<file path="config.mk">
export PLATFORM = sky130hd
export DESIGN_NAME = i2c_master_arbiter
export DESIGN_NICKNAME = d
export VERILOG_FILES = /design/src/rtl/i2c_master_arbiter.sv
export SDC_FILE = /design/constraint.sdc
export NUM_CORES = 1
export LEC_CHECK = 0
export CORE_ASPECT_RATIO = 0.75
export CORE_MARGIN = 4
export CORE_UTILIZATION = 40
export DETAILED_ROUTE_END_ITERATION = 10
export GPL_ROUTABILITY_DRIVEN = 0
export PLACE_DENSITY_LB_ADDON = 0.05
export RECOVER_POWER = 100
export SETUP_SLACK_MARGIN = 0.3
export SKIP_CTS_REPAIR_TIMING = 1
export SYNTH_ARGS = -nofsm -noshare
export SYNTH_HDL_FRONTEND = slang
export SYNTH_SLANG_ARGS = --single-unit
export TNS_END_PERCENT = 5
</file>
<file path="constraint.sdc">
create_clock -name clk -period 2.8 [get_ports clk]
set_input_delay 0.56 -clock clk [delete_from_list [all_inputs] [get_ports clk]]
set_output_delay 0.56 -clock clk [all_outputs]
set_load 0.01 [all_outputs]
</file>
<file path="src/rtl/i2c_master_arbiter.sv">
// i2c_master_arbiter: round-robin front end that shares a single i2c_master
// transaction engine between NUM_REQ requesters, with a bus-hang watchdog.
module i2c_master_arbiter #(
   parameter int NUM_REQ     = 4,
   parameter int DATA_WIDTH  = 32,
   parameter int TIMEOUT_CYC = 200000,
   localparam int PTR_W      = (NUM_REQ > 1) ? $clog2(NUM_REQ) : 1
) (
   input  logic                          clk,
   input  logic                          rst_n,
   input  logic [NUM_REQ-1:0]            req,
   input  logic [NUM_REQ-1:0]            req_mode,
   input  logic [NUM_REQ*7-1:0]          req_slave_addr,
   input  logic [NUM_REQ*8-1:0]          req_data_addr,
   input  logic [NUM_REQ*DATA_WIDTH-1:0] req_data_in,
   output logic [NUM_REQ-1:0]            grant,
   output logic [NUM_REQ-1:0]            done,
   output logic [DATA_WIDTH-1:0]         rd_data,
   output logic                          busy,
   output logic                          timeout_err,
   output logic [PTR_W-1:0]              err_owner,
   input  logic                          err_clr,
   output logic                          m_start,
   output logic                          m_mode,
   output logic [6:0]                    m_slave_addr,
   output logic [7:0]                    m_data_addr,
   output logic [DATA_WIDTH-1:0]         m_data_in,
   input  logic [DATA_WIDTH-1:0]         m_data_out,
   input  logic                          m_data_rdy
);

   localparam int CNT_W = (TIMEOUT_CYC > 1) ? $clog2(TIMEOUT_CYC) : 1;
   localparam logic [CNT_W-1:0] TO_LAST     = CNT_W'(TIMEOUT_CYC - 1);
   localparam logic [PTR_W-1:0] LAST_IDX    = PTR_W'(NUM_REQ - 1);
   localparam logic [PTR_W:0]   NUM_REQ_EXT = (PTR_W + 1)'(NUM_REQ);

   typedef enum logic [2:0] {
      S_IDLE, S_ARB, S_LAUNCH, S_WAIT, S_DONE, S_ERR
   } state_t;

   state_t                  r_state;
   state_t                  w_nextState;
   logic [PTR_W-1:0]        r_rrPtr;
   logic [PTR_W-1:0]        r_winner;
   logic [CNT_W-1:0]        r_wdog;
   logic [NUM_REQ-1:0]      r_grant;
   logic [DATA_WIDTH-1:0]   r_rdData;
   logic                    r_timeoutErr;
   logic [PTR_W-1:0]        r_errOwner;
   logic                    r_mMode;
   logic [6:0]              r_mSlaveAddr;
   logic [7:0]              r_mDataAddr;
   logic [DATA_WIDTH-1:0]   r_mDataIn;
   logic                    w_found;
   logic [PTR_W-1:0]        w_winIdx;
   logic [PTR_W-1:0]        w_ptrNext;
   logic                    w_timeoutHit;

   // Folds rr_ptr+offset back into 0..NUM_REQ-1 without a divider.
   function automatic logic [PTR_W-1:0] wrapIdx(input logic [PTR_W:0] v);
      if (v >= NUM_REQ_EXT) return PTR_W'(v - NUM_REQ_EXT);
      else                  return v[PTR_W-1:0];
   endfunction

   assign w_ptrNext    = (r_winner == LAST_IDX) ? '0 : r_winner + 1'b1;
   assign w_timeoutHit = (r_wdog == TO_LAST);

   // Round-robin scan: first set req bit starting at rr_ptr and wrapping.
   always_comb begin
      w_found  = 1'b0;
      w_winIdx = '0;
      for (int i = 0; i < NUM_REQ; i++) begin
         if (!w_found && req[wrapIdx({1'b0, r_rrPtr} + (PTR_W + 1)'(i))]) begin
            w_found  = 1'b1;
            w_winIdx = wrapIdx({1'b0, r_rrPtr} + (PTR_W + 1)'(i));
         end
      end
   end

   // Next-state logic; m_data_rdy takes priority over the watchdog in WAIT.
   always_comb begin
      w_nextState = r_state;
      unique case (r_state)
         S_IDLE:   if (|req) w_nextState = S_ARB;
         S_ARB:    w_nextState = w_found ? S_LAUNCH : S_IDLE;
         S_LAUNCH: w_nextState = S_WAIT;
         S_WAIT: begin
            if (m_data_rdy)        w_nextState = S_DONE;
            else if (w_timeoutHit) w_nextState = S_ERR;
         end
         S_DONE:   w_nextState = S_IDLE;
         S_ERR:    if (err_clr) w_nextState = S_IDLE;
         default:  w_nextState = S_IDLE;
      endcase
   end

   // State register.
   always_ff @(posedge clk or negedge rst_n) begin
      if (!rst_n) r_state <= S_IDLE;
      else        r_state <= w_nextState;
   end

   // Datapath: winner latch, watchdog, read capture, pointer and error flag.
   always_ff @(posedge clk or negedge rst_n) begin
      if (!rst_n) begin
         r_rrPtr      <= '0;
         r_winner     <= '0;
         r_wdog       <= '0;
         r_grant      <= '0;
         r_rdData     <= '0;
         r_timeoutErr <= 1'b0;
         r_errOwner   <= '0;
         r_mMode      <= 1'b0;
         r_mSlaveAddr <= '0;
         r_mDataAddr  <= '0;
         r_mDataIn    <= '0;
      end else begin
         case (r_state)
            S_ARB: begin
               if (w_found) begin
                  r_winner     <= w_winIdx;
                  r_grant      <= NUM_REQ'(1) << w_winIdx;
                  r_mMode      <= req_mode[w_winIdx];
                  r_mSlaveAddr <= req_slave_addr[w_winIdx*7 +: 7];
                  r_mDataAddr  <= req_data_addr[w_winIdx*8 +: 8];
                  r_mDataIn    <= req_data_in[w_winIdx*DATA_WIDTH +: DATA_WIDTH];
               end
            end
            S_LAUNCH: r_wdog <= '0;
            S_WAIT: begin
               if (m_data_rdy) begin
                  r_rdData <= m_data_out;
               end else if (w_timeoutHit) begin
                  r_timeoutErr <= 1'b1;
                  r_errOwner   <= r_winner;
               end else begin
                  r_wdog <= r_wdog + 1'b1;
               end
            end
            S_DONE: begin
               r_rrPtr <= w_ptrNext;
               r_grant <= '0;
            end
            S_ERR: begin
               if (err_clr) begin
                  r_timeoutErr <= 1'b0;
                  r_grant      <= '0;
                  r_rrPtr      <= w_ptrNext;
               end
            end
            default: ;
         endcase
      end
   end

   assign grant        = r_grant;
   assign done         = (r_state == S_DONE) ? r_grant : '0;
   assign rd_data      = r_rdData;
   assign busy         = (r_state != S_IDLE);
   assign timeout_err  = r_timeoutErr;
   assign err_owner    = r_errOwner;
   assign m_start      = (r_state == S_LAUNCH);
   assign m_mode       = r_mMode;
   assign m_slave_addr = r_mSlaveAddr;
   assign m_data_addr  = r_mDataAddr;
   assign m_data_in    = r_mDataIn;

endmodule
</file>
==> run metrics <==
Core Footprint=14,600 um^2; fmax=slightly below 0.4 GHz; Crit. End Element=primary output; clk slew on worst S/H paths=0.08 ns; R2R Setup Slk=0.25 ns; hold path depth=1; Pleak=4.06 nW; post-synthesis sequential area ratio=0.463; Area contributors post-synth=dfrtp_1 46%, nand2_1 7.6%, a2111oi_0 6.9%, a311oi_1 6.9%, mux2_2 6.1%; asr flop ratio synth=1.00; Routed WL=roughly 24 mm; Place WS=0.00213 ns; RSZ-0062 raised after global routing=yes; Fin Setup TNS=0 ns; Hold Path Class=reg2reg; wire per inst=approximately 21 um; vias=6,606; synthesized area=6060 um^2; total chip power=between 8 and 9 mW; startpoint class of the critical path=flip-flop; initial antenna violation count=1; number of synthesized register bits=112; P per Cell Area=between 800 and 900 nW/um^2; Syn Inst Count=approximately 640; Multi-input gate area=2970 um^2; share of the synthesized area in the top cell type=0.463; Sw Share=0.399; nets=1,172; RR Endpoint=r_wdog[15]; warning count from the yosys run=0; chip width=150 um; # DRC=0; initial DRC count=467; VDD IR max=0.505 mV; HPWL Detailed=17.9 mm; endpoints failing hold=0; Post-Syn Area per Cell=roughly 9.5 um^2; PortBufs=324; CP required=2.24 ns; pin count of the biggest net entering global routing=72; Pre-antenna DRT Iters=5; Least-Margin Pin Slew=1.82 ns; post-route ant nets=0; Setup violations, final=0; number of synthesized flops with an enable pin=0; DR vias/cell=5.77; Clock Sinks=112; first-pass GRT wire length=between 30 and 40 mm; clock buffer count from CTS=9; commonest non-fill, non-tap cell in the layout=clkdlybuf4s50_1; share of cells above drive strength 1=0.0912; hold path start=rd_data[22]; Reg2Reg Depth=6; post-layout min period=2.60 ns; failing checks=capacitance limit, slew limit; Slew HR=-0.216; Root Buffer=clkbuf_16; status=finished, violations left; most frequent cells in the layout=228 x clkdlybuf4s50_1, 122 x nand2_1, 111 x dfrtp_1, 95 x dlygate4sd3_1, 56 x nor2_1; GR Util All Layers=0.273; CP Data Arrival Time=2.04 ns; Final Max Slew Viols=slightly above 70; final worst-path setup slack=just under 0.2 ns; Clock Power Share=0.151; Overflow after GRT=0; most area-hungry cell type in the Yosys netlist=dfrtp_1; Gate power share=0.537; Clk Latency, worst-skew pair=0.35 ns; Die Ht=115 um; Setup Crit Path Kind=reg2out; Worst Clk Skew=0.00814 ns; Synth cell types=52; Clock Path Buffers=2; number of global-route vias before repair=6,836; P_int=5.22 mW; Die Area=17,200 um^2; Seq pwr share=0.313; critical-path maximum fanout=8; fill count=about 1,200; Synth Flop Type=dfrtp_1; crit share post-route=0.929; Area Growth Syn to Fin=62.3%; max cap viols=1; Ports=325; CTS tree=done; NetSw=3.46 mW; register area=2800 um^2; Hold EP=rd_data[22]; Initial Util=0.414; Critical R2R Launch=r_wdog[0]; htree depth=3; num rows=38; Synthesized Nets=871
==> worst max-delay path, cell delays in order (launching register included) <==
cell and delay, ns:
dfrtp_2 0.45, nand2b_1 0.29, nor3_1 0.22, dlygate4sd3_1 0.73
==> per-layer routing <==
metal / wire [um] / vias to the layer above / GRT usage
met5: 0 / - / 0
met4: 853 / 0 / 0.0969
met3: 2140 / 53 / 0.0708
met2: 11600 / 376 / 0.462
met1: 9440 / 3192 / 0.339
li1: - / 2985 / -
==> sequential cells by signal (all words and copies together), names as in the netlist <==
signal / cells
r_winner: 2
m_mode: 1
rd_data: 32
r_state: 3
m_slave_addr: 7
timeout_err: 1
r_rrPtr: 2
err_owner: 2
r_wdog: 18
m_data_addr: 8
m_data_in: 32
grant: 4
==> power by group through the flow <==
stage	clock [mW]	sequential [mW]	combinational, mW
3_3_place_gp	0	2.73	4.80
4_1_cts	1.34	2.74	4.93
5_1_grt	1.39	2.80	5.06
6_report	1.31	2.71	4.66
2_1_floorplan	0	2.97	2.18
3_5_place_dp	0	2.76	4.91
==> worst max-delay path by stage <==
stage          slack (ns)       endpoint  startpoint  cells after the start
6_report             0.20        done[2]  r_state[1]                      3
5_1_grt              0.07  m_data_in[31]      req[1]                      8
4_1_cts              0.16        m_start  r_state[2]                      4
3_5_place_dp        0.002  m_data_in[19]      req[1]                      7
3_3_place_gp         0.17  m_data_in[19]      req[1]                      7
2_1_floorplan        0.77     r_wdog[10]   r_wdog[0]                      7
==> logic make-up (layout without fill, tap and decap cells) <==
family | after synthesis | in the layout | synth area share
buf+inv | 64 | 370 | 0.0506
mux | 43 | 43 | 0.0785
fa+ha+maj | 2 | 2 | 0.00413
simple gates | 286 | 286 | 0.224
other cells | 0 | 2 | 0
compound gates | 130 | 130 | 0.180
flops | 112 | 112 | 0.463
==> metrics by stage <==
step	area, um^2	cells	utilization	hold WS (ns)
finish	9830	1145	0.671	0.493
detailed placement	9560	1127	0.653	0.483
global placement	9560	1127	0.653	0.480
CTS	9870	1143	0.674	0.380
global route	9830	1145	0.671	0.514
floorplan	6060	637	-	0.264
==> synthesized netlist by cell type, types with 3 or more instances <==
library cell	count
nor2_1	56
a211o_1	3
clkbuf_1	36
o21ai_0	3
and3_1	50
buf_1	3
o22ai_1	5
o31ai_1	3
buf_2	10
nand2b_1	6
mux2_2	33
nand4_1	8
nand2_1	123
inv_1	7
and3_2	4
mux2_1	3
a21oi_1	7
buf_6	7
and2_1	3
a311oi_1	48
or4_1	3
nand3_1	7
nor3_1	12
mux2i_1	7
dfrtp_1	112
a2111oi_0	48
==> final cells by class <==
class	count	share of cell area
Clock buffer	9	0.0229
Inverter	7	0.00267
Antenna cell	2	0.000509
Sequential cell	112	0.285
Clock inverter	7	0.00802
Multi-Input combinational cell	461	0.302
Timing Repair Buffer	347	0.354
Tap cell	200	0.0255
(Power assumes the default switching activity.)
